File: src/rtl/addsub_pkg.sv
// Shared types and constants for the add/subtract controller.
// The controller, its watchdog and the bench all import this package.
package addsub_pkg;

  typedef enum logic [1:0] {
    IDLE  = 2'd0,
    START = 2'd1,
    WAIT  = 2'd2,
    RESP  = 2'd3
  } ctrl_state_t;

  localparam logic MODE_ADD  = 1'b0;
  localparam logic MODE_SUB  = 1'b1;
  localparam int   DEF_RES_W = 14;

endpackage

File: src/rtl/addsub_ctrl_if.sv
// Host command/response and adder start/done bus of the add/subtract controller.
// The slave modport is the controller; the master modport is its environment (host plus adder).
interface addsub_ctrl_if #(
  parameter int RES_W = 14,
  parameter int CNT_W = 16
);
  logic             cmd_valid;
  logic             cmd_ready;
  logic             cmd_mode;
  logic [31:0]      cmd_op1;
  logic [31:0]      cmd_op2;
  logic             add_start;
  logic             mode;
  logic [31:0]      op1;
  logic [31:0]      op2;
  logic             add_done;
  logic [RES_W-1:0] add_result;
  logic             add_overflow;
  logic             rsp_valid;
  logic             rsp_ready;
  logic [RES_W-1:0] rsp_result;
  logic             rsp_overflow;
  logic             rsp_timeout;
  logic [CNT_W-1:0] op_count;

  modport slave (
    input  cmd_valid, cmd_mode, cmd_op1, cmd_op2,
    input  add_done, add_result, add_overflow, rsp_ready,
    output cmd_ready, add_start, mode, op1, op2,
    output rsp_valid, rsp_result, rsp_overflow, rsp_timeout, op_count
  );

  modport master (
    output cmd_valid, cmd_mode, cmd_op1, cmd_op2,
    output add_done, add_result, add_overflow, rsp_ready,
    input  cmd_ready, add_start, mode, op1, op2,
    input  rsp_valid, rsp_result, rsp_overflow, rsp_timeout, op_count
  );
endinterface

File: src/rtl/watchdog_cnt.sv
// Counts cycles since the start pulse; expired is high once the count reaches TIMEOUT-1.
// The count holds at TIMEOUT-1 so a late clear never sees a wrapped value.
module watchdog_cnt #(
  parameter int TIMEOUT = 64
) (
  input  logic clk,
  input  logic rst,
  input  logic clear,
  input  logic enable,
  output logic expired
);
  localparam int CW = $clog2(TIMEOUT);

  logic [CW-1:0] count_reg;

  assign expired = (count_reg == CW'(TIMEOUT - 1));

  always_ff @(posedge clk or posedge rst) begin
    if (rst) begin
      count_reg <= '0;
    end else if (clear) begin
      count_reg <= '0;
    end else if (enable && !expired) begin
      count_reg <= count_reg + CW'(1);
    end
  end
endmodule

File: src/rtl/addsub_ctrl.sv
// Requester side of the adder start/done handshake: one command in flight, watchdog abort,
// registered response and a saturating count of responses taken by the host.
module addsub_ctrl
  import addsub_pkg::*;
#(
  parameter int RES_W   = DEF_RES_W,
  parameter int TIMEOUT = 64,
  parameter int CNT_W   = 16
) (
  input logic          clk,
  input logic          rst,
  addsub_ctrl_if.slave bus
);
  ctrl_state_t      state_reg, state_next;
  logic             cmd_ready_reg, add_start_reg, rsp_valid_reg;
  logic             mode_reg;
  logic [31:0]      op1_reg, op2_reg;
  logic [RES_W-1:0] rsp_result_reg;
  logic             rsp_overflow_reg, rsp_timeout_reg;
  logic [CNT_W-1:0] op_count_reg;
  logic             cmd_fire, rsp_fire;
  logic             wd_enable, wd_expired;

  // Handshakes use the registered flags so nothing is accepted in the first cycle out of reset.
  assign cmd_fire  = cmd_ready_reg & bus.cmd_valid;
  assign rsp_fire  = rsp_valid_reg & bus.rsp_ready;
  assign wd_enable = (state_reg == START) || (state_reg == WAIT);

  watchdog_cnt #(.TIMEOUT(TIMEOUT)) u_watchdog (
    .clk     (clk),
    .rst     (rst),
    .clear   (!wd_enable),
    .enable  (wd_enable),
    .expired (wd_expired)
  );

  always_ff @(posedge clk or posedge rst) begin
    if (rst) state_reg <= IDLE;
    else     state_reg <= state_next;
  end

  always_comb begin
    state_next = state_reg;
    case (state_reg)
      IDLE:    if (cmd_fire) state_next = START;
      START:   state_next = WAIT;
      WAIT:    if (bus.add_done || wd_expired) state_next = RESP;
      RESP:    if (rsp_fire) state_next = IDLE;
      default: state_next = IDLE;
    endcase
  end

  // Handshake flags are registered copies of the next-state decode.
  always_ff @(posedge clk or posedge rst) begin
    if (rst) begin
      cmd_ready_reg    <= 1'b0;
      add_start_reg    <= 1'b0;
      rsp_valid_reg    <= 1'b0;
      mode_reg         <= 1'b0;
      op1_reg          <= '0;
      op2_reg          <= '0;
      rsp_result_reg   <= '0;
      rsp_overflow_reg <= 1'b0;
      rsp_timeout_reg  <= 1'b0;
      op_count_reg     <= '0;
    end else begin
      cmd_ready_reg <= (state_next == IDLE);
      add_start_reg <= (state_next == START);
      rsp_valid_reg <= (state_next == RESP);
      if (cmd_fire) begin
        mode_reg <= bus.cmd_mode;
        op1_reg  <= bus.cmd_op1;
        op2_reg  <= bus.cmd_op2;
      end
      // A done pulse in the expiry cycle still delivers the real result.
      if (state_reg == WAIT) begin
        if (bus.add_done) begin
          rsp_result_reg   <= bus.add_result;
          rsp_overflow_reg <= bus.add_overflow;
          rsp_timeout_reg  <= 1'b0;
        end else if (wd_expired) begin
          rsp_result_reg   <= '0;
          rsp_overflow_reg <= 1'b0;
          rsp_timeout_reg  <= 1'b1;
        end
      end
      if (rsp_fire && (op_count_reg != '1)) begin
        op_count_reg <= op_count_reg + CNT_W'(1);
      end
    end
  end

  assign bus.cmd_ready    = cmd_ready_reg;
  assign bus.add_start    = add_start_reg;
  assign bus.mode         = mode_reg;
  assign bus.op1          = op1_reg;
  assign bus.op2          = op2_reg;
  assign bus.rsp_valid    = rsp_valid_reg;
  assign bus.rsp_result   = rsp_result_reg;
  assign bus.rsp_overflow = rsp_overflow_reg;
  assign bus.rsp_timeout  = rsp_timeout_reg;
  assign bus.op_count     = op_count_reg;
endmodule

File: src/flat_wrapper.sv
// flat-port wrapper written by rule: the top's interface ports become plain ports
module addsub_ctrl_flat import addsub_pkg::*;
#(
  parameter int RES_W   = DEF_RES_W,
  parameter int TIMEOUT = 64,
  parameter int CNT_W   = 16
)
  (clk, rst, bus_cmd_valid, bus_cmd_mode, bus_cmd_op1, bus_cmd_op2, bus_add_done, bus_add_result, bus_add_overflow, bus_rsp_ready, bus_cmd_ready, bus_add_start, bus_mode, bus_op1, bus_op2, bus_rsp_valid, bus_rsp_result, bus_rsp_overflow, bus_rsp_timeout, bus_op_count);
  addsub_ctrl_if #(.RES_W(RES_W), .CNT_W(CNT_W)) bus_i ();
  input logic clk;
  input logic rst;
  input wire logic [$bits(bus_i.cmd_valid)-1:0] bus_cmd_valid;
  input wire logic [$bits(bus_i.cmd_mode)-1:0] bus_cmd_mode;
  input wire logic [$bits(bus_i.cmd_op1)-1:0] bus_cmd_op1;
  input wire logic [$bits(bus_i.cmd_op2)-1:0] bus_cmd_op2;
  input wire logic [$bits(bus_i.add_done)-1:0] bus_add_done;
  input wire logic [$bits(bus_i.add_result)-1:0] bus_add_result;
  input wire logic [$bits(bus_i.add_overflow)-1:0] bus_add_overflow;
  input wire logic [$bits(bus_i.rsp_ready)-1:0] bus_rsp_ready;
  output wire logic [$bits(bus_i.cmd_ready)-1:0] bus_cmd_ready;
  output wire logic [$bits(bus_i.add_start)-1:0] bus_add_start;
  output wire logic [$bits(bus_i.mode)-1:0] bus_mode;
  output wire logic [$bits(bus_i.op1)-1:0] bus_op1;
  output wire logic [$bits(bus_i.op2)-1:0] bus_op2;
  output wire logic [$bits(bus_i.rsp_valid)-1:0] bus_rsp_valid;
  output wire logic [$bits(bus_i.rsp_result)-1:0] bus_rsp_result;
  output wire logic [$bits(bus_i.rsp_overflow)-1:0] bus_rsp_overflow;
  output wire logic [$bits(bus_i.rsp_timeout)-1:0] bus_rsp_timeout;
  output wire logic [$bits(bus_i.op_count)-1:0] bus_op_count;
  assign bus_i.cmd_valid = bus_cmd_valid;
  assign bus_i.cmd_mode = bus_cmd_mode;
  assign bus_i.cmd_op1 = bus_cmd_op1;
  assign bus_i.cmd_op2 = bus_cmd_op2;
  assign bus_i.add_done = bus_add_done;
  assign bus_i.add_result = bus_add_result;
  assign bus_i.add_overflow = bus_add_overflow;
  assign bus_i.rsp_ready = bus_rsp_ready;
  assign bus_cmd_ready = bus_i.cmd_ready;
  assign bus_add_start = bus_i.add_start;
  assign bus_mode = bus_i.mode;
  assign bus_op1 = bus_i.op1;
  assign bus_op2 = bus_i.op2;
  assign bus_rsp_valid = bus_i.rsp_valid;
  assign bus_rsp_result = bus_i.rsp_result;
  assign bus_rsp_overflow = bus_i.rsp_overflow;
  assign bus_rsp_timeout = bus_i.rsp_timeout;
  assign bus_op_count = bus_i.op_count;
  addsub_ctrl #(.RES_W(RES_W), .TIMEOUT(TIMEOUT), .CNT_W(CNT_W)) u_core (.clk(clk), .rst(rst), .bus(bus_i));
endmodule
File: config.mk
export PLATFORM = sky130hd
export DESIGN_NAME = addsub_ctrl_flat
export DESIGN_NICKNAME = d
export VERILOG_FILES = /design/src/rtl/addsub_pkg.sv /design/src/rtl/addsub_ctrl_if.sv /design/src/rtl/watchdog_cnt.sv /design/src/rtl/addsub_ctrl.sv /design/src/flat_wrapper.sv
export SDC_FILE = /design/constraint.sdc
export NUM_CORES = 1
export LEC_CHECK = 0
export ABC_AREA = 0
export ABC_CLOCK_PERIOD_IN_PS = 3480
export CAP_MARGIN = 20
export CORE_ASPECT_RATIO = 0.75
export CORE_MARGIN = 2
export CORE_UTILIZATION = 38
export CTS_CLUSTER_DIAMETER = 50
export CTS_CLUSTER_SIZE = 20
export DETAILED_ROUTE_END_ITERATION = 16
export PLACE_DENSITY = 0.88
export SYNTH_ARGS = -nofsm -noshare
export SYNTH_HDL_FRONTEND = slang
export SYNTH_SLANG_ARGS = --single-unit
File: constraint.sdc
create_clock -name clk -period 3.48 [get_ports clk]
set_clock_uncertainty 0.1 [all_clocks]
set_input_delay 0.696 -clock clk [delete_from_list [all_inputs] [get_ports clk]]
set_output_delay 0.696 -clock clk [all_outputs]
set_load 0.01 [all_outputs]
Word level (Yosys, flattened, before mapping)
Index checks and enable logic that the tools add are counted.
Widths: inputs -> output; s select.
{"block": "word_totals", "ff_bits": 108, "in_bits": 85, "out_inout_bits": 100, "word_cells": 45}
{"block": "op_classes", "n_addsub": 2, "eq_ne": 8, "muxes": 12, "bitwise_logic": 2, "n_reduce_logical": 9}
{"operator": "$mux 14", "count": 2}
{"operator": "$add 16x1->16 const B", "count": 1}
{"operator": "$ne 16x16->1 const B", "count": 1}
{"operator": "$mux 6", "count": 2}
{"operator": "$pmux 2 s4", "count": 1}
{"operator": "$add 6x1->6 const B", "count": 1}
{"operator": "$eq 2x2->1 const B", "count": 3}
{"operator": "$eq 6x6->1 const B", "count": 1}
{"operator": "$mux 2", "count": 3}
{"operator": "$eq 2x1->1 const B", "count": 2}
{"operator": "$logic_not 2->1", "count": 2}
{"operator": "$mux 1", "count": 4}
{"operator": "$and 1x1->1", "count": 2}
{"operator": "$logic_and 1x1->1", "count": 2}
{"operator": "$logic_or 1x1->1", "count": 2}
{"operator": "$ne 2x1->1 const B", "count": 1}
{"operator": "$reduce_and 2->1", "count": 1}
{"operator": "$reduce_bool 2->1", "count": 1}
{"operator": "$logic_not 1->1", "count": 1}

Longest topological paths before layout
Gate-level depths: netlist (run 1).
{"block": "logic_depth", "ltp_word": 5, "depth_mapped": 6, "mapped_depth_nobuf": 6}

Cells and area by module
A second synthesis (run 1) with hierarchy kept.
{"block": "hier_totals", "hier_cells": 317, "area_unflattened_um2": 4395.5}
{"module": "addsub_ctrl", "instances": 1, "cells_per_inst": 280, "area_each_um2": 4026.4, "seq_area_each_um2": 2552.4}
{"module": "watchdog_cnt", "instances": 1, "cells_per_inst": 37, "area_each_um2": 369.1, "seq_area_each_um2": 150.1}

Worst setup path after synthesis (run 1)
No wires, ideal clock.
{"block": "synth_timing", "path_kind": "input -> register", "from": "in bus_rsp_ready", "to": "reg u_core.op_count_reg[15] (netlist: u_core.bus.op_count[15])", "setup_time_ns": 0.125, "t_arrival_ns": 1.645, "required_ns": 3.255, "slack_ns": 1.610, "stages": 4, "path_cell_list": "nand2_1 > or2_1 > nor4_1 > mux2_2"}
{"block": "synth_via", "elab_chain_cells": 2}
{"element": "start: declaration", "line_no": "flat_wrapper.sv:19", "source": "input wire logic [$bits(bus_i.rsp_ready)-1:0] bus_rsp_ready;"}
{"element": "$and 1x1->1", "line_no": "addsub_ctrl.sv:26", "source": "assign rsp_fire = rsp_valid_reg & bus.rsp_ready;"}
{"element": "$logic_and 1x1->1", "line_no": "addsub_ctrl.sv:87", "source": "if (rsp_fire && (op_count_reg != '1)) begin"}
{"element": "end signal: assignment", "line_no": "addsub_ctrl.sv:88", "source": "op_count_reg <= op_count_reg + CNT_W'(1);"}
{"element": "end: declaration", "line_no": "addsub_ctrl.sv:20", "source": "logic [CNT_W-1:0] op_count_reg;"}
Every way passes these cells.
A chain may end at the register's enable or synchronous reset.

Final worst setup path (run 1)
Same ends and word-level chain as after synthesis.

==> flow_summary.ini, run 1 <==
[logic_synthesis]
seq_area_frac_synth_pct = 62.45
yosys-top-cells-area = dfrtp_1, mux2_2, a22o_1, xor2_1, ha_1
ys_ff_latch = 108
yosys.area.top_type = dfrtp_1
ys_types = 36
syn_area_um2 = 4328
synth_edf_count = 0
synth_top_flop_cell = dfrtp_1
async_reset_ff_share_pct = 100.0
syn_inst = 303
synth.top_cell.area_share_pct = 62.45
yosys_warnings = 0
synthesis.nets = 393
syn_area_per_cell_um2 = 14.28

[sta]
finalWorstSetupSlack_ns = 1.191
slew_viol_final = 0
fin_tns_setup_ns = 0
min_period_ns = 2.289
rsz0062_at_grt = false
setup_viol = 0
max_freq_mhz = 436.9
max_slew_margin_pct = 49.94
hold_viol_final = 0
worstMarginPinSlew_ns = 0.7509
fin_crit_sh_pct = 65.77

[cts]
ctsLongestPathBuffers = 2
cts-root-buf = clkbuf_16
cts_resized = 0
cts.clk_slew.worst_paths_ns = 0.07
htreeDepth = 3
clock-sinks = 108
cts_tree = yes
cts_made_buffers = 9
post_cts_buffers = 0
clk_latency_ns = 0.33
cts_hold_buf = 0

[hold_path]
holdPathStages = 2
hp-start = u_core.bus.rsp_timeout$_DFFE_PP0P_
hp-class = reg2reg
hold_end = u_core.bus.rsp_timeout$_DFFE_PP0P_

[critical_path]
r2r_cells = 5
path_max_fanout = 11
reg2reg_from = u_core.bus.op_count[0]$_DFFE_PP0P_
cp-start-kind = primary input
reg2reg_to = u_core.bus.op_count[1]$_DFFE_PP0P_
cp.required_ns = 3.60
rrSetupSlack_ns = 1.53
end_kind = register
crit_type = in2reg
cp.arrival_ns = 2.41

[floorplan]
fp.dieH_um = 96.42
row_count = 33
io_pins = 185
initial_utilization_pct = 39.26
dieWidth_um = 127.2
core_area_um2 = 11020
die_area_um2 = 12270

[job]
maxCapViolCount = 0

[layout]
fin_nets = 582
fillerInstances = 875
layout-drive-gt1-share_pct = 19.11
area_growth_pct = 53.48
diodes = 0

[power_and_ir_drop]
p_int_mw = 3.845
comb_power_share_pct = 43.0
power.density_nw_per_um2 = 830.2
p_sw_mw = 1.670
seq_power_share_pct = 38.4
swShare_pct = 30.28
vdd_drop_max_mv = 0.4877
p_leak_nw = 2.837
pwr-share-clk_pct = 18.6

[route]
drt_iter0_markers = 153
viasPerCell = 4.874
wl_per_cell_um = 15.81
vias = 3105
finalWirelength_um = 10070
firstDrtPassIters = 5
drcViolationCount = 0
ant_nets = 0

[grt]
overflow = 0
first_global_vias = 3233
grt_util_all_layers_pct = 16.12
antenna_found_initial = 0
grt_pass1_wl_um = 15680
grt_max_degree = 59

[placed_design]
portBuffers = 184
dpl.hpwl_um = 7387
gp_congestion = 0.7947
preCtsSetupSlack_ns = 0.8538

[status]
status = completed
==> cells by family after synthesis <==
logic type	synth area share (%)
buffers and inverters	1.735
multiplexers	17.98
AND/OR/NAND/NOR	7.314
AO/OA/AOI/OAI	5.840
flip-flops	62.45
adder cells (fa/ha/maj)	1.446
XOR/XNOR	3.238
==> worst max-delay path, cell delays in order <==
cell and delay (ns):
clkdlybuf4s50_1 0.46, nand2_1 0.22, or2_1 0.37, nor4_1 0.31, mux2_2 0.36
==> cells in the mapped netlist (6+ instances only) <==
cell / count
buf_2: 6
mux2_2: 66
nand3_1: 8
dfrtp_1: 108
nor2_1: 7
xor2_1: 13
a22o_1: 15
nand2_1: 11
inv_1: 7
==> how the worst max path moves through the flow <==
stage	cells after the start	startpoint	slack (ns)	to
2_1_floorplan	1	rst	1.38	u_core.bus.add_start$_DFF_PP0_
3_3_place_gp	5	bus_rsp_ready	0.87	u_core.bus.op_count[15]$_DFFE_PP0P_
3_5_place_dp	5	bus_rsp_ready	0.85	u_core.bus.op_count[15]$_DFFE_PP0P_
4_1_cts	5	bus_rsp_ready	1.20	u_core.bus.op_count[15]$_DFFE_PP0P_
5_1_grt	5	bus_rsp_ready	1.16	u_core.bus.op_count[15]$_DFFE_PP0P_
6_report	5	bus_rsp_ready	1.19	u_core.bus.op_count[15]$_DFFE_PP0P_
==> final cells by class <==
type	instances	area, um^2	area share (%)
clock inverters	5	60.06	0.9041
inverters	7	30.03	0.4521
repair buffers	189	1879	28.29
multi-input cells	177	1553	23.38
flip-flops and latches	108	2703	40.69
well taps	140	175.2	2.637
clock buffers	11	242.7	3.654
==> power by group through the flow <==
stage / clock (mW) / sequential, mW / combinational, mW
after floorplan: 0 / 2.34 / 0.838
final: 1.03 / 2.12 / 2.37
after CTS: 1.06 / 2.12 / 2.41
after global placement: 0 / 2.11 / 2.34
after detailed placement: 0 / 2.13 / 2.40
after global routing: 1.11 / 2.20 / 2.54
==> metrics by stage <==
step | total power [mW] | hold slack, ns | instance area (um^2) | instances | util (%)
2_1_floorplan | 3.177 | 0.3723 | 4332 | 303 | -
3_3_place_gp | 4.441 | 0.3857 | 6340 | 621 | 57.51
3_5_place_dp | 4.532 | 0.3914 | 6340 | 621 | 57.51
4_1_cts | 5.584 | 0.4078 | 6643 | 637 | 60.25
5_1_grt | 5.846 | 0.4302 | 6643 | 637 | 60.25
6_report | 5.515 | 0.3995 | 6643 | 637 | 60.25
==> layout by cell type, fill, tap and decap left out, types with 2 or more instances in the layout <==
| cell | synthesis | routed |
|---|---|---|
| clkinvlp_4 | 0 | 2 |
| nor2_1 | 7 | 7 |
| xor2_1 | 13 | 13 |
| a21oi_1 | 5 | 5 |
| nand4_2 | 2 | 2 |
| buf_4 | 0 | 5 |
| nor3b_1 | 4 | 4 |
| a31oi_1 | 4 | 4 |
| inv_1 | 7 | 6 |
| nand2_1 | 11 | 10 |
| ha_1 | 5 | 5 |
| nor4b_1 | 3 | 3 |
| nor4_1 | 4 | 4 |
| nand3_1 | 8 | 8 |
| dfrtp_1 | 108 | 108 |
| xnor2_1 | 3 | 3 |
| and2_1 | 2 | 2 |
| a22o_1 | 15 | 15 |
| mux2i_1 | 2 | 2 |
| nand4_1 | 2 | 2 |
| clkdlybuf4s50_1 | 0 | 184 |
| nor3_1 | 5 | 5 |
| clkbuf_16 | 0 | 9 |
| nor2_2 | 2 | 2 |
| mux2_2 | 66 | 66 |
| and3_1 | 2 | 2 |
==> layer usage <==
| metal | share of wire, % | track usage (%) | routed length (um) | vias to the layer above |
|---|---|---|---|---|
| li1 | - | - | - | 1461 |
| met1 | 42 | 20.34 | 4201 | 1501 |
| met2 | 50 | 27.33 | 5081 | 135 |
| met3 | 6.9 | 5.176 | 696 | 8 |
| met4 | 0.89 | 4.121 | 90 | 0 |
| met5 | 0 | 0 | 0 | - |
Power figures use the tool's default switching activity.
==> run 2, diff against run 1 <==
Settings changed: ABC_CLOCK_PERIOD_IN_PS 3480 to 1840.
Clock period 3.48 ns to 1.84 ns, I/O delays scaled along.
==> run 2 against run 1 <==
Routed wire length up 3.7%. Highest routed layer unchanged. Power up 91%. Setup slack worse by 1.1 ns. Register-to-register slack worse by 1.5 ns. Hold slack worse by 0.012 ns. Cell count up 3.0%. Combinational power up 97%. Largest cell class unchanged. Non-clock buffer count up 21.
==> flow_summary.ini, run 2 (synthesized netlist as in run 1, its figures left out) <==
[sta]
holdWs_ns = 0.3870
fin_crit_sh_pct = 97.16
worstMarginPinSlew_ns = 0.3600
max_freq_mhz = 559.4
slew_viol_final = 0
max_slew_margin_pct = 75.66
min_period_ns = 1.788
finalWorstSetupSlack_ns = 0.05232
hold_viol_final = 0
setup_viol = 0
fin_tns_setup_ns = 0

[layout]
layout-drive-gt1-share_pct = 23.45
fillerInstances = 815
fin_nets = 603
diodes = 0
postLayoutCoreUtil_pct = 62.46
layout_common_cells = clkdlybuf4s50_1, dfrtp_1, mux2_2
fin_cells = 656
final_common_cell = clkdlybuf4s50_1
design_area_um2 = 6885
area_growth_pct = 59.09

[cts]
cts.clk_slew.worst_paths_ns = 0.07
htreeDepth = 3
clock-sinks = 108
clk_latency_ns = 0.33
cts_tree = yes
cts_made_buffers = 9
cts-root-buf = clkbuf_16
ctsLongestPathBuffers = 2

[route]
finalWirelength_um = 10440
wl_per_cell_um = 15.91
firstDrtPassIters = 4
viasPerCell = 4.910
drcViolationCount = 0
drt_iter0_markers = 91
ant_nets = 0
vias = 3221

[grt]
first_global_vias = 3420
overflow = 0
grt_util_all_layers_pct = 17.11
grt_max_degree = 56
grt_pass1_wl_um = 16600
antenna_found_initial = 0

[job]
maxCapViolCount = 0

[power_and_ir_drop]
swShare_pct = 30.07
p_int_mw = 7.379
power.density_nw_per_um2 = 1533
p_sw_mw = 3.173
comb_power_share_pct = 44.1
seq_power_share_pct = 37.9
pwr-share-clk_pct = 18.0
p_leak_nw = 3.041
vdd_drop_max_mv = 0.8724
total_power_mw = 10.55

[placed_design]
placed_cells = 634
portBuffers = 184
dpl.hpwl_um = 7718
preCtsSetupSlack_ns = -0.1786
place_area_um2 = 6500
gp_congestion = 0.7914

[critical_path]
cp.required_ns = 2.00
cp_slowest_cell = dfrtp_1
cp_cell_sequence = ha_1, nand4_2, buf_4, nor3_1, nor4b_1, xor2_1
crit_type = reg2reg
cp-start-kind = register
end_kind = register
path_max_fanout = 6
slowest_delay_ns = 0.43
cp.arrival_ns = 1.94

[floorplan]
dieWidth_um = 127.2
fp.dieH_um = 96.42
row_count = 33
io_pins = 185
initial_utilization_pct = 39.26
core_area_um2 = 11020
die_area_um2 = 12270

[hold_path]
hp-class = in2async

[status]
status = completed
## run 2: cell count changes in the layout (fill, tap and decap cells not counted), sizes merged
| cell | delta |
|---|---|
| dlygate4sd2 | +1 |
| clkinv | -1 |
| dlymetal6s2s | +4 |
| clkinvlp | -1 |
| clkdlybuf4s50 | -5 |
| buf | +21 |
## run 2: cell type report
type | instances | area (um^2) | share of cell area (%)
Sequential cell | 108 | 2706 | 39.31
Timing Repair Buffer | 210 | 2108 | 30.62
Multi-Input combinational cell | 177 | 1575 | 22.88
Clock buffer | 11 | 242.7 | 3.525
Tap cell | 140 | 175.2 | 2.544
Clock inverter | 3 | 47.55 | 0.6905
Inverter | 7 | 30.03 | 0.4361
## run 2: worst paths after layout
kind,to,depth (start not counted),startpoint,slack [ns]
max,u_core.bus.op_count[9]$_DFFE_PP0P_,6,u_core.bus.op_count[0]$_DFFE_PP0P_,0.05
min in group clk,u_core.bus.rsp_timeout$_DFFE_PP0P_,2,u_core.bus.rsp_timeout$_DFFE_PP0P_,0.40
max in group asynchronous,u_core.bus.op_count[12]$_DFFE_PP0P_,3,rst,0.99
min,u_core.bus.op2[1]$_DFFE_PP0P_,3,rst,0.39
max reg2reg,u_core.bus.op_count[9]$_DFFE_PP0P_,6,u_core.bus.op_count[0]$_DFFE_PP0P_,0.05
min reg2reg,u_core.bus.rsp_timeout$_DFFE_PP0P_,2,u_core.bus.rsp_timeout$_DFFE_PP0P_,0.40
## run 2: timing repair
item,in CTS,in global routing
endpoints found under the setup margin,4,13
setup buffers,2,6
resized for setup,2,10
hold buffers,0,0
## run 2: power groups by stage
stage                     Clock (mW)  Combinational [mW]  Sequential [mW]
after global routing            2.07                5.00             4.14
after floorplan                    0                1.59             4.42
after CTS                       1.97                4.68             4.00
after detailed placement           0                4.65             4.03
after global placement             0                4.51             3.99
final                           1.90                4.66             4.00
## run 2: metal layers
layer	wire [um]	up-vias	GRT usage, %
li1	-	1507	-
met1	4330	1562	21.33
met2	5193	135	29.30
met3	721	17	5.286
met4	193	0	4.762
met5	0	-	0
## run 2: critical path, delay by kind of cell, from the launching register on
family,cells,cell delay (ns)
AND/OR/NAND/NOR,3,0.56
flip-flops,1,0.43
adder cells (fa/ha/maj),1,0.26
XOR/XNOR,1,0.19
buffers and inverters,1,0.17
==> run 3, diff against run 2 <==
Settings changed: CORE_UTILIZATION 38 to 39, PLACE_DENSITY 0.88 to 0.89, SYNTH_HIERARCHICAL from default to 1.
==> run 3 against run 2 <==
Hold slack worse by 0.11 ns. First-iteration DRC count up 82%. Combinational power rose by 5.6%. Utilization is 0.60 points higher. Synthesized cell count is 4.6% higher. Count of clock-buffer cells in the layout is 1 higher. Clock power down 8%. Sequential share of layout area down 0.060 points. Power rose by 1.3%. Routed wire length grew 2.0%. Register-to-register slack better by 0.08 ns. Critical endpoint is now bus_op_count[6].
==> flow_summary.ini, run 3 <==
[status]
status = completed

[power_and_ir_drop]
comb_power_share_pct = 46.0
power.density_nw_per_um2 = 1550
p_int_mw = 7.334
seq_power_share_pct = 37.7
pwr-share-clk_pct = 16.3
p_leak_nw = 3.103
p_sw_mw = 3.359
swShare_pct = 31.41
vdd_drop_max_mv = 0.8080

[route]
wl_per_cell_um = 15.89
viasPerCell = 5.001
finalWirelength_um = 10640
ant_nets = 0
firstDrtPassIters = 4
drcViolationCount = 0
vias = 3351
drt_iter0_markers = 166

[cts]
cts.clk_slew.worst_paths_ns = 0.07
post_cts_buffers = 0
htreeDepth = 3
cts-root-buf = clkbuf_16
clock-sinks = 108
clk_latency_ns = 0.32
cts_made_buffers = 9
cts_tree = yes
ctsLongestPathBuffers = 2

[critical_path]
crit_end = bus_op_count[6]
critical-path-top-delay-family = buffers and inverters
startpoint = u_core/bus.op_count[6]$_DFFE_PP0P_
crit_type = reg2out
cp_cell_sequence = clkdlybuf4s50_1
path_buf_inv = 1
rrSetupSlack_ns = 0.13
path_depth = 1
reg2reg_from = u_core/bus.op_count[15]$_DFFE_PP0P_
cp_slowest_cell = clkdlybuf4s50_1
cp.arrival_ns = 1.32
end_kind = primary output
cp.required_ns = 1.37
r2r_cells = 4
reg2reg_to = u_core/bus.op_count[10]$_DFFE_PP0P_
slowest_delay_ns = 0.58
path_max_fanout = 4
cp-start-kind = register

[hold_path]
hp-class = in2async

[layout]
area_growth_pct = 56.96
postLayoutCoreUtil_pct = 63.05
fin_nets = 616
final_common_cell = clkdlybuf4s50_1
layout-drive-gt1-share_pct = 22.45
layout_common_cells = clkdlybuf4s50_1, dfrtp_1, mux2_2
design_area_um2 = 6899
diodes = 0
fin_cells = 670

[grt]
overflow = 0
grt_max_degree = 59
grt_pass1_wl_um = 16870
grt_util_all_layers_pct = 17.22
antenna_found_initial = 0
first_global_vias = 3459

[logic_synthesis]
yosys.area.top_type = dfrtp_1
synth.top_cell.area_share_pct = 61.49
syn_area_per_cell_um2 = 13.87
yosys-top-cells-area = dfrtp_1, mux2_2, a22o_1, ha_1, nand4_1
synth_common_cells = dfrtp_1, mux2_2, nand2_1, a22o_1, nor2_1
async_reset_ff_share_pct = 100.0
ys_ff_latch = 108
syn_inst = 317
seq_area_frac_synth_pct = 61.49
synthesis.nets = 407
yosysMostFrequentCell = dfrtp_1
syn_area_um2 = 4395
yosys_warnings = 6
ys_types = 44
synth_edf_count = 0
synth_top_flop_cell = dfrtp_1

[floorplan]
initial_utilization_pct = 40.17
io_pins = 185
die_area_um2 = 12140
fp.dieH_um = 95.94
row_count = 33
core_area_um2 = 10940
dieWidth_um = 126.6

[sta]
fin_tns_setup_ns = 0
min_period_ns = 1.789
hold_viol_final = 0
max_freq_mhz = 558.8
worstMarginPinSlew_ns = 0.4738
max_slew_margin_pct = 68.42
rsz0062_at_grt = false
setup_viol = 0
slew_viol_final = 0
fin_crit_sh_pct = 97.25
holdWs_ns = 0.2778

[placed_design]
dpl.hpwl_um = 7994
gp_congestion = 0.7888
place_area_um2 = 6603
placed_cells = 655
portBuffers = 184

[job]
maxCapViolCount = 0
-- run 3: cell count changes in the layout (fill, tap and decap cells not counted), sizes merged, moves of 3 or more --
cell and change:
nor2 +3, nand2 +5, clkdlybuf4s50 -5, xnor2 +3
nor4 -3, nand4 +7, and4 +4, xor2 -8
dlymetal6s2s +5
-- run 3: power groups by stage --
stage,logic (mW),registers [mW],clock network (mW)
after CTS,4.96,4.03,1.81
final,4.92,4.03,1.75
after floorplan,1.78,4.47,0
after detailed placement,4.94,4.06,0
after global routing,5.27,4.18,1.90
after global placement,4.79,3.99,0
-- run 3: area by class of cell --
cell class                      instances  area, um^2
Clock buffer                           12       246.5
Clock inverter                          3       23.77
Fill cell                             819        4043
Inverter                                7       30.03
Multi-Input combinational cell        191        1615
Sequential cell                       108        2708
Tap cell                              140       175.2
Timing Repair Buffer                  209        2101
-- run 3: how the worst min path moves through the flow --
stage,startpoint,endpoint,slack (ns),depth (start not counted)
after floorplan,rst,u_core/u_watchdog/count_reg[0]$_DFFE_PP0P_,0.06,1
after global placement,u_core/bus.rsp_result[13]$_DFFE_PP0P_,u_core/bus.rsp_result[13]$_DFFE_PP0P_,0.35,2
after detailed placement,u_core/bus.rsp_overflow$_DFFE_PP0P_,u_core/bus.rsp_overflow$_DFFE_PP0P_,0.37,2
after CTS,rst,u_core/u_watchdog/count_reg[1]$_DFFE_PP0P_,0.29,2
after global routing,rst,u_core/u_watchdog/count_reg[1]$_DFFE_PP0P_,0.30,2
final,rst,u_core/u_watchdog/count_reg[1]$_DFFE_PP0P_,0.28,2
-- run 3: cells by family after synthesis --
logic type,share of synthesized area (%)
DFF,61.49
and+or+nand+nor,9.337
muxes,17.25
AOI/OAI and AO/OA,6.491
buffers and inverters,1.822
xor gates and xnor gates,2.192
adders and majority gates,1.423
-- run 3: repair_timing --
item,4_1_cts,5_1_grt
endpoints found under the hold margin,0,0
hold buffers,0,0
endpoints found under the setup margin,4,11
gates resized for setup,4,11
-- run 3: routing by layer --
metal | vias up | track usage [%] | part of all wire (%)
met4 | 0 | 3.480 | 1.0
met5 | - | 0 | 0
li1 | 1562 | - | -
met2 | 142 | 29.14 | 49
met3 | 12 | 6.559 | 8.7
met1 | 1635 | 21.36 | 41
-- run 3: stage by stage --
stage	worst slack (ns)	power, mW
3_3_place_gp	-0.1017	8.773
3_5_place_dp	-0.1881	9.000
4_1_cts	0.0009512	10.80
2_1_floorplan	0.06790	6.248
6_report	0.05051	10.69
5_1_grt	0.007779	11.36
